[config.mk]
export PLATFORM = sky130hd
export DESIGN_NAME = bootrom_arbiter_flat
export DESIGN_NICKNAME = d
export VERILOG_FILES = /design/src/rtl/bootrom_arbiter_pkg.sv /design/src/rtl/bootrom_arbiter_if.sv /design/src/rtl/bootrom_arbiter_rr_arbiter.sv /design/src/rtl/bootrom_arbiter.sv /design/src/flat_wrapper.sv
export SDC_FILE = /design/constraint.sdc
export NUM_CORES = 1
export LEC_CHECK = 0
export CAP_MARGIN = 20
export CORE_ASPECT_RATIO = 0.5
export CORE_MARGIN = 5
export CORE_UTILIZATION = 40
export CTS_CLUSTER_DIAMETER = 30
export CTS_CLUSTER_SIZE = 16
export DETAILED_ROUTE_END_ITERATION = 8
export HOLD_SLACK_MARGIN = 0.06
export PLACE_DENSITY = 0.85
export SETUP_SLACK_MARGIN = 0.2
export SYNTH_ARGS = -nofsm -noshare
export SYNTH_HDL_FRONTEND = slang
export SYNTH_SLANG_ARGS = --single-unit
[constraint.sdc]
create_clock -name clk -period 3.2 [get_ports clk]
set_input_delay 0.48 -clock clk [delete_from_list [all_inputs] [get_ports clk]]
set_output_delay 0.48 -clock clk [all_outputs]
set_load 0.02 [all_outputs]
[src/rtl/bootrom_arbiter_pkg.sv]
// Shared types and constants for the boot ROM arbiter and its ROM integration.
// The owner field is wide enough for up to 16 requesters.
package bootrom_arbiter_pkg;

   localparam int BROM_ADDR_WIDTH  = 24;
   localparam int BROM_DATA_WIDTH  = 128;
   localparam int BROM_OWNER_WIDTH = 4;

   typedef enum logic [1:0] {
      ST_IDLE  = 2'd0,
      ST_ISSUE = 2'd1,
      ST_WAIT  = 2'd2
   } brom_arb_state_t;

   typedef struct packed {
      logic [BROM_ADDR_WIDTH-1:0]  addr;
      logic [BROM_OWNER_WIDTH-1:0] owner;
   } brom_req_t;

   // Round-robin successor of the owner that was just served
   function automatic logic [BROM_OWNER_WIDTH-1:0] rr_advance(
      input logic [BROM_OWNER_WIDTH-1:0] owner,
      input int unsigned                 num_req
   );
      return ((32'(owner) + 32'd1) >= num_req) ? '0
                                                : owner + {{(BROM_OWNER_WIDTH-1){1'b0}}, 1'b1};
   endfunction

endpackage

[src/rtl/bootrom_arbiter_if.sv]
// Requester-side and boot-ROM-side bus of the arbiter.
// 'slave' is the arbiter's view, 'master' is the surrounding tile and ROM.
interface bootrom_arbiter_if
   import bootrom_arbiter_pkg::*;
#(
   parameter int NUM_REQ    = 2,
   parameter int ADDR_WIDTH = BROM_ADDR_WIDTH,
   parameter int DATA_WIDTH = BROM_DATA_WIDTH
);

   logic [NUM_REQ-1:0]            req_valid_i;
   logic [NUM_REQ*ADDR_WIDTH-1:0] req_addr_i;
   logic [NUM_REQ-1:0]            req_ready_o;
   logic [NUM_REQ-1:0]            resp_valid_o;
   logic [DATA_WIDTH-1:0]         resp_data_o;
   logic                          resp_error_o;
   logic [ADDR_WIDTH-1:0]         brom_req_address_o;
   logic                          brom_req_valid_o;
   logic                          brom_ready_i;
   logic [DATA_WIDTH-1:0]         brom_resp_data_i;
   logic                          brom_resp_valid_i;
   logic                          busy_o;

   modport slave (
      input  req_valid_i, req_addr_i, brom_ready_i, brom_resp_data_i, brom_resp_valid_i,
      output req_ready_o, resp_valid_o, resp_data_o, resp_error_o,
             brom_req_address_o, brom_req_valid_o, busy_o
   );

   modport master (
      output req_valid_i, req_addr_i, brom_ready_i, brom_resp_data_i, brom_resp_valid_i,
      input  req_ready_o, resp_valid_o, resp_data_o, resp_error_o,
             brom_req_address_o, brom_req_valid_o, busy_o
   );

endinterface

[src/rtl/bootrom_arbiter_rr_arbiter.sv]
// Combinational round-robin pick: first requester at or after ptr, wrapping.
module rr_arbiter
   import bootrom_arbiter_pkg::*;
#(
   parameter int NUM_REQ = 2,
   parameter int IDX_W   = $clog2(NUM_REQ)
) (
   input  logic [NUM_REQ-1:0] req,
   input  logic [IDX_W-1:0]   ptr,
   output logic [NUM_REQ-1:0] grant,
   output logic [IDX_W-1:0]   grant_idx,
   output logic               grant_any
);

   logic [IDX_W-1:0] cand_s;

   // Scan from the pointer and stop at the first active request
   always_comb begin
      grant     = '0;
      grant_idx = '0;
      grant_any = 1'b0;
      cand_s    = '0;
      for (int k = 0; k < NUM_REQ; k++) begin
         cand_s = IDX_W'((32'(ptr) + 32'(k)) % 32'(NUM_REQ));
         if (!grant_any && req[cand_s]) begin
            grant[cand_s] = 1'b1;
            grant_idx     = cand_s;
            grant_any     = 1'b1;
         end else begin
            grant_any = grant_any;
         end
      end
   end

endmodule

[src/rtl/bootrom_arbiter.sv]
// Shares one boot ROM read port among NUM_REQ requesters, one transaction at a time,
// with round-robin fairness and a watchdog that turns a silent ROM into an error response.
module bootrom_arbiter
   import bootrom_arbiter_pkg::*;
#(
   parameter int NUM_REQ        = 2,
   parameter int ADDR_WIDTH     = BROM_ADDR_WIDTH,
   parameter int DATA_WIDTH     = BROM_DATA_WIDTH,
   parameter int TIMEOUT_CYCLES = 64
) (
   input logic               clk,
   input logic               rst,
   bootrom_arbiter_if.slave  bus
);

   localparam int IDX_W = $clog2(NUM_REQ);
   localparam int WD_W  = $clog2(TIMEOUT_CYCLES);

   brom_arb_state_t       state_r;
   logic [IDX_W-1:0]      rr_ptr_r;
   logic [WD_W-1:0]       wdog_r;
   brom_req_t             pend_r;
   logic [NUM_REQ-1:0]    resp_valid_r;
   logic                  resp_error_r;
   logic [DATA_WIDTH-1:0] resp_data_r;
   logic                  brom_req_valid_r;
   logic                  busy_r;

   logic [NUM_REQ-1:0]    grant_s;
   logic [IDX_W-1:0]      grant_idx_s;
   logic                  grant_any_s;
   logic [ADDR_WIDTH-1:0] req_addr_s;

   rr_arbiter #(
      .NUM_REQ (NUM_REQ),
      .IDX_W   (IDX_W)
   ) u_rr (
      .req       (bus.req_valid_i),
      .ptr       (rr_ptr_r),
      .grant     (grant_s),
      .grant_idx (grant_idx_s),
      .grant_any (grant_any_s)
   );

   // Address of the currently granted requester
   always_comb begin
      req_addr_s = '0;
      for (int k = 0; k < NUM_REQ; k++) begin
         req_addr_s = req_addr_s |
                      ({ADDR_WIDTH{grant_s[k]}} & bus.req_addr_i[k*ADDR_WIDTH +: ADDR_WIDTH]);
      end
   end

   // Transaction FSM, watchdog, pending request and response registers
   always_ff @(posedge clk) begin
      if (rst) begin
         state_r          <= ST_IDLE;
         rr_ptr_r         <= '0;
         wdog_r           <= '0;
         pend_r           <= '0;
         resp_valid_r     <= '0;
         resp_error_r     <= 1'b0;
         resp_data_r      <= '0;
         brom_req_valid_r <= 1'b0;
         busy_r           <= 1'b0;
      end else begin
         resp_valid_r     <= '0;
         brom_req_valid_r <= 1'b0;
         case (state_r)
            ST_IDLE: begin
               if (grant_any_s) begin
                  pend_r.addr  <= BROM_ADDR_WIDTH'(req_addr_s);
                  pend_r.owner <= BROM_OWNER_WIDTH'(grant_idx_s);
                  state_r      <= ST_ISSUE;
                  busy_r       <= 1'b1;
               end
            end
            ST_ISSUE: begin
               wdog_r <= '0;
               if (bus.brom_ready_i) begin
                  brom_req_valid_r <= 1'b1;
                  state_r          <= ST_WAIT;
               end
            end
            ST_WAIT: begin
               wdog_r <= wdog_r + {{(WD_W-1){1'b0}}, 1'b1};
               // A response in the terminal-count cycle still wins over the timeout
               if (bus.brom_resp_valid_i || (wdog_r == WD_W'(TIMEOUT_CYCLES - 1))) begin
                  resp_valid_r <= NUM_REQ'(1'b1) << pend_r.owner;
                  resp_error_r <= !bus.brom_resp_valid_i;
                  resp_data_r  <= bus.brom_resp_valid_i ? bus.brom_resp_data_i : '0;
                  rr_ptr_r     <= IDX_W'(rr_advance(pend_r.owner, NUM_REQ));
                  state_r      <= ST_IDLE;
                  busy_r       <= 1'b0;
               end
            end
            default: begin
               state_r <= ST_IDLE;
               busy_r  <= 1'b0;
            end
         endcase
      end
   end

   assign bus.req_ready_o        = (state_r == ST_IDLE) ? grant_s : '0;
   assign bus.resp_valid_o       = resp_valid_r;
   assign bus.resp_data_o        = resp_data_r;
   assign bus.resp_error_o       = resp_error_r;
   assign bus.brom_req_address_o = ADDR_WIDTH'(pend_r.addr);
   assign bus.brom_req_valid_o   = brom_req_valid_r;
   assign bus.busy_o             = busy_r;

endmodule

[src/flat_wrapper.sv]
// flat-port wrapper written by rule: the top's interface ports become plain ports
module bootrom_arbiter_flat import bootrom_arbiter_pkg::*;
#(
   parameter int NUM_REQ        = 2,
   parameter int ADDR_WIDTH     = BROM_ADDR_WIDTH,
   parameter int DATA_WIDTH     = BROM_DATA_WIDTH,
   parameter int TIMEOUT_CYCLES = 64
)
  (clk, rst, bus_req_valid_i, bus_req_addr_i, bus_brom_ready_i, bus_brom_resp_data_i, bus_brom_resp_valid_i, bus_req_ready_o, bus_resp_valid_o, bus_resp_data_o, bus_resp_error_o, bus_brom_req_address_o, bus_brom_req_valid_o, bus_busy_o);
  bootrom_arbiter_if #(.NUM_REQ(NUM_REQ), .ADDR_WIDTH(ADDR_WIDTH), .DATA_WIDTH(DATA_WIDTH)) bus_i ();
  input logic clk;
  input logic rst;
  input wire logic [$bits(bus_i.req_valid_i)-1:0] bus_req_valid_i;
  input wire logic [$bits(bus_i.req_addr_i)-1:0] bus_req_addr_i;
  input wire logic [$bits(bus_i.brom_ready_i)-1:0] bus_brom_ready_i;
  input wire logic [$bits(bus_i.brom_resp_data_i)-1:0] bus_brom_resp_data_i;
  input wire logic [$bits(bus_i.brom_resp_valid_i)-1:0] bus_brom_resp_valid_i;
  output wire logic [$bits(bus_i.req_ready_o)-1:0] bus_req_ready_o;
  output wire logic [$bits(bus_i.resp_valid_o)-1:0] bus_resp_valid_o;
  output wire logic [$bits(bus_i.resp_data_o)-1:0] bus_resp_data_o;
  output wire logic [$bits(bus_i.resp_error_o)-1:0] bus_resp_error_o;
  output wire logic [$bits(bus_i.brom_req_address_o)-1:0] bus_brom_req_address_o;
  output wire logic [$bits(bus_i.brom_req_valid_o)-1:0] bus_brom_req_valid_o;
  output wire logic [$bits(bus_i.busy_o)-1:0] bus_busy_o;
  assign bus_i.req_valid_i = bus_req_valid_i;
  assign bus_i.req_addr_i = bus_req_addr_i;
  assign bus_i.brom_ready_i = bus_brom_ready_i;
  assign bus_i.brom_resp_data_i = bus_brom_resp_data_i;
  assign bus_i.brom_resp_valid_i = bus_brom_resp_valid_i;
  assign bus_req_ready_o = bus_i.req_ready_o;
  assign bus_resp_valid_o = bus_i.resp_valid_o;
  assign bus_resp_data_o = bus_i.resp_data_o;
  assign bus_resp_error_o = bus_i.resp_error_o;
  assign bus_brom_req_address_o = bus_i.brom_req_address_o;
  assign bus_brom_req_valid_o = bus_i.brom_req_valid_o;
  assign bus_busy_o = bus_i.busy_o;
  bootrom_arbiter #(.NUM_REQ(NUM_REQ), .ADDR_WIDTH(ADDR_WIDTH), .DATA_WIDTH(DATA_WIDTH), .TIMEOUT_CYCLES(TIMEOUT_CYCLES)) u_core (.clk(clk), .rst(rst), .bus(bus_i));
endmodule
Word level (Yosys, flattened, before mapping)
Index checks and enable logic that the tools add are counted.
W data, S select, Z words.
{ "word_totals": {"output_inout_bits": 159, "inputBits": 182, "word_cells": 73, "regBits": 167} }
{ "op_classes": {"n_reduce_logical": 14, "add_sub_neg": 4, "eq_ne": 6, "bitwise": 7, "mux": 26, "shifts": 1, "n_lt_le_gt_ge": 5} }
{ "ops": {"columns": ["cell", "n"], "rows": [
  ["$mux W128", 1],
  ["$and A24 B24 Y24", 2],
  ["$ge A32 B2 Y1 const B", 1],
  ["$or A24 B24 Y24", 1],
  ["$mux W1", 14],
  ["$mux W2", 6],
  ["$pmux W6 S2", 1],
  ["$add A6 B1 Y6 const B", 1],
  ["$eq A6 B6 Y1 const B", 1],
  ["$pmux W2 S3", 1],
  ["$reduce_and A3 Y1", 2],
  ["$lt A1 B2 Y1 const B", 2],
  ["$ne A2 B1 Y1 const B", 2],
  ["$reduce_and A2 Y1", 2],
  ["$logic_and A1 B1 Y1", 3],
  ["$not A1 Y1", 3],
  ["$pmux W1 S3", 1],
  ["$reduce_or A3 Y1", 1],
  ["$add A1 B1 Y1 const B", 2],
  ["$add A1 B1 Y2 const B", 1],
  ["$demux W1 S1", 2],
  ["$eq A2 B1 Y1 const B", 1],
  ["$eq A2 B2 Y1 const B", 1],
  ["$ge A1 B1 Y1 const B", 2],
  ["8 further kinds", 9]
]} }

Logic depth before layout (Yosys ltp)
{ "logic_depth": {"ltp_word": 9, "ltp_mapped": 8, "mapped_depth_nobuf": 6} }

Modules after synthesis
A second synthesis with hierarchy kept.
{ "hier_totals": {"hier_cells": 508, "hier_area_um2": 5869.4} }
{ "modules_own_cells": {"columns": ["module", "cells_per_inst", "n_inst", "seq_area_each_um2", "area_each_um2"], "rows": [
  ["bootrom_arbiter", 503, 1, 3343.2, 5836.8],
  ["rr_arbiter", 5, 1, 0.0, 32.5]
]} }

Worst setup path after synthesis
OpenSTA, ideal clock, no wires.
{ "synth_path": {"path_kind": "input port to output port", "startpoint": "input port bus_req_valid_i[1]", "endpoint": "output port bus_req_ready_o[1]", "t_arrival_ns": 1.198, "setup_slack_ns": 1.522, "path_buffers": 1, "t_required_ns": 2.720, "path_stages": 3, "path_cell_list": "a21boi_2 -> buf_2 -> and2_1"} }
{ "synth_between": {"elab_chain_len": 7, "word_cells_on_any_way": 11, "classes_between": "mux (8); bitwise (1); reduce/logical (2)"} }
{ "synth_rtl": {"columns": ["element", "line", "text"], "rows": [
  ["start: declaration", "flat_wrapper.sv:13", "input wire logic [$bits(bus_i.req_valid_i)-1:0] bus_req_valid_i;"],
  ["$mux W1 (not written as such) (2 in a row)", "bootrom_arbiter_rr_arbiter.sv:25", "if (!grant_any && req[cand_s]) begin"],
  ["$mux W1", "bootrom_arbiter_rr_arbiter.sv:25", null],
  ["$logic_not A1 Y1", "bootrom_arbiter_rr_arbiter.sv:25", null],
  ["$logic_and A1 B1 Y1", "bootrom_arbiter_rr_arbiter.sv:25", null],
  ["$mux W2 (*)", "bootrom_arbiter_rr_arbiter.sv:25", null],
  ["$mux W2 (*)", "bootrom_arbiter.sv:105", "assign bus.req_ready_o = (state_r == ST_IDLE) ? grant_s : '0;"],
  ["end: declaration", "flat_wrapper.sv:18", "output wire logic [$bits(bus_i.req_ready_o)-1:0] bus_req_ready_o;"]
]} }
Mark *: on every way between the ends. The rest lies on a longest branch, timed or not. The select of a mux whose other input is x is not followed.

Final worst setup path
Same ends and word-level chain as after synthesis.

==> qor.yml <==
power_and_ir_drop:
  p_int_mw: 4.30
  swShare_pct: 28.5
  total_power_mw: 6.02
  power_frac_clock_pct: 34.6
  power.density_mw_per_mm2: 628
  power.leakage_nw: 3.62
  seq_power_share_pct: 40.5
  pwr-share-comb_pct: 24.9
  netSwitchingPower_mw: 1.71
  vdd_ir_drop_max_v: 0.000423
sta:
  slew_headroom_pct: 49.5
  setup_tns_ns: 0
  whs_ns: 0.454
  period_share_pct: 78.4
  fmax_mhz: 399
  rsz0062_at_grt: "no"
  worst_pin_slew_ns: 0.756
  hold_viol_final: 0
  worst_clock_skew_ns: 0.00950
  report.final.slew_viol_count: 0
  period_needed_ns: 2.51
  setup_violations: 0
drt:
  drt_iter0_markers: 346
  dr.pass1.iters: 4
  num_vias: 5028
  wl_per_cell_um: 18.4
  via_per_inst: 5.02
  drc: 0
  routed_wirelength_um: 18400
  ant_nets: 0
die:
  fp.dieW_um: 179
  io_pins: 341
  rows: 30
  dieArea_sq_mm: 0.0169
  die_h_um: 94.6
  initial_core_util_pct: 41.5
  core-area_sq_mm: 0.0138
worst_setup_path:
  startpoint_type: "primary input"
  crit_buf_inv: 2
  r2r_start: "u_core.state_r[0]"
  crit_chain: "clkdlybuf4s50_1, a21boi_2, and2_1, clkdlybuf4s50_1"
  crit_top_cell: "clkdlybuf4s50_1"
  critPathKind: "in2out"
  cp.arrival_ns: 2.03
  r2r_end: "u_core.bus.resp_data_o[55]"
  crit_slowest_cell: "clkdlybuf4s50_1"
  cp-endpoint: "bus_req_ready_o[1]"
  reg2reg_depth: 7
  required_ns: 2.72
  reg2reg_slack_ns: 1.11
  startpoint: "bus_req_valid_i[1]"
  worstSetupEndpointType: "output pin"
  cp_num_cells: 4
  cp_max_fo: 4
  max_stage_delay_ns: 0.63
  crit_family: "buffers and inverters"
cts:
  cts.sinks: 167
  cts_tree: "done"
  cts_setup_buffers: 0
  clk_path_buf_depth: 2
  cts_resized: 0
  root_buffer: "clkbuf_16"
  clk_pin_slew_worst_paths_ns: 0.06
  cts_made_buffers: 17
  cts_hold_buf: 0
  h-tree-depth: 4
  worstSkewPairLatency_ns: 0.40
hold_path:
  min_path_type: "reg2reg"
  hold_depth: 2
yosys:
  async_reset_ff_share_pct: 0
  ys_seq_elements: 167
  netlist_top_cells_area: "dfxtp_1, a22o_1, a22oi_1"
  syn_area_per_cell_sq_um: 11.6
  yosysWarnings: 0
  seq_area_frac_synth_pct: 58.4
  synth_edf_count: 0
  yosysTopAreaCellShare_pct: 58.4
  synth_nets: 681
  synth_top_cell_by_area: "dfxtp_1"
  synth_cell_types: 32
  synthFlopType: "dfxtp_1"
  synthCells: 494
  netlist_area_sq_mm: 0.00572
layout:
  n_antenna_cell: 0
  final_util_pct: 69.6
  layout.nets: 985
  final_area_sq_mm: 0.00959
  areaGrowthSynthToFinish_pct: 67.6
  layout-drive-gt1-share_pct: 5.31
global_routing:
  grt_overflow: 0
  grt_max_degree: 129
  grt_use_total_pct: 20.2
  grt_pass1_vias: 5085
  antenna_found_initial: 0
  grt_pass1_wl_um: 27100
status:
  status: "finished clean"
place:
  hpwl_um: 13600
  port_buffers: 340
  globalplace.congestion: 0.848
  placed_area_sq_mm: 0.00899
job:
  maxCapViolations: 0
[Yosys cell counts (2+ instances only)]
cell type,number
ha_1,5
a22oi_1,25
buf_6,14
and2_1,2
o21a_1,2
dfxtp_1,167
o21ai_0,25
clkbuf_1,4
a21boi_2,2
nor2_1,11
and3_1,2
a22o_1,128
buf_4,24
nand4_1,2
nand2_1,34
buf_2,19
nand3_1,3
o21ai_1,2
inv_1,5
xor2_1,3
mux2i_1,4
[how the worst min path moves through the flow]
stage	endpoint	start
2_1_floorplan	u_core.bus.resp_valid_o[0]	u_core.pend_r[0]
3_3_place_gp	u_core.bus.brom_req_address_o[19]	u_core.bus.brom_req_address_o[19]
3_5_place_dp	u_core.bus.brom_req_address_o[20]	u_core.bus.brom_req_address_o[20]
4_1_cts	u_core.bus.brom_req_address_o[20]	u_core.bus.brom_req_address_o[20]
5_1_grt	u_core.bus.resp_data_o[57]	u_core.bus.resp_data_o[57]
6_report	u_core.bus.brom_req_address_o[20]	u_core.bus.brom_req_address_o[20]
[power by group through the flow]
stage	Clock [mW]	Combinational (mW)	Sequential (mW)
floorplan	0	0.699	2.62
global placement	0	1.47	2.47
detailed placement	0	1.49	2.48
CTS	2.13	1.51	2.43
global route	2.22	1.59	2.46
finish	2.09	1.50	2.44
[layer usage]
layer,wire (um),vias up,GRT usage (%)
met2,9740,167,38.1
met4,612,0,7.92
met1,6910,2403,22.0
met5,0,-,0
met3,1130,44,5.08
li1,-,2414,-
[cells by family (layout without fill, tap and decap cells)]
group | count (synthesis) | after routing | share of synthesized area, %
adders and majority gates | 5 | 5 | 1.09
DFF | 167 | 167 | 58.4
and+or+nand+nor | 59 | 59 | 4.48
muxes | 4 | 4 | 0.700
buffers and inverters | 67 | 383 | 8.22
AOI/OAI and AO/OA | 188 | 188 | 26.4
xor gates and xnor gates | 4 | 4 | 0.613
[worst min-delay path: cells and delay by family, from the launching register on]
family	cells	cell delay, ns
AOI/OAI and AO/OA	1	0.05
and+or+nand+nor	1	0.04
DFF	1	0.33
[through the flow]
step | worst slack [ns] | cells
6_report | 0.691 | 1002
4_1_cts | 0.696 | 1002
3_5_place_dp | 0.701 | 971
5_1_grt | 0.632 | 1002
2_1_floorplan | 1.52 | 494
3_3_place_gp | 0.737 | 971
[flip-flops by register name, summed over array words and instances, names as in the netlist]
signal / cells
u_core.state_r: 2
u_core.bus.busy_o: 1
u_core.pend_r: 1
u_core.wdog_r: 6
u_core.bus.brom_req_address_o: 24
u_core.rr_ptr_r: 1
u_core.bus.resp_data_o: 128
u_core.bus.resp_error_o: 1
u_core.bus.brom_req_valid_o: 1
u_core.bus.resp_valid_o: 2
[layout make-up]
cell class	count	area, sq um
Clock buffer	18	429
Inverter	6	22.5
Tap cell	192	240
Timing Repair Buffer	346	3460
Sequential cell	167	3340
Fill cell	1019	4190
Clock inverter	13	170
Multi-Input combinational cell	260	1920
[cell usage in the layout, fill, tap and decap left out, types with 5 or more instances in the layout]
master             n
nor2_1             9
ha_1               5
buf_4              5
clkbuf_16         17
inv_6              5
nand2_1           34
a22oi_1           25
o21ai_0           25
clkdlybuf4s50_1  340
a22o_1           128
dfxtp_1          167
inv_1              5
Note: power is estimated with default switching activity, not from simulation.
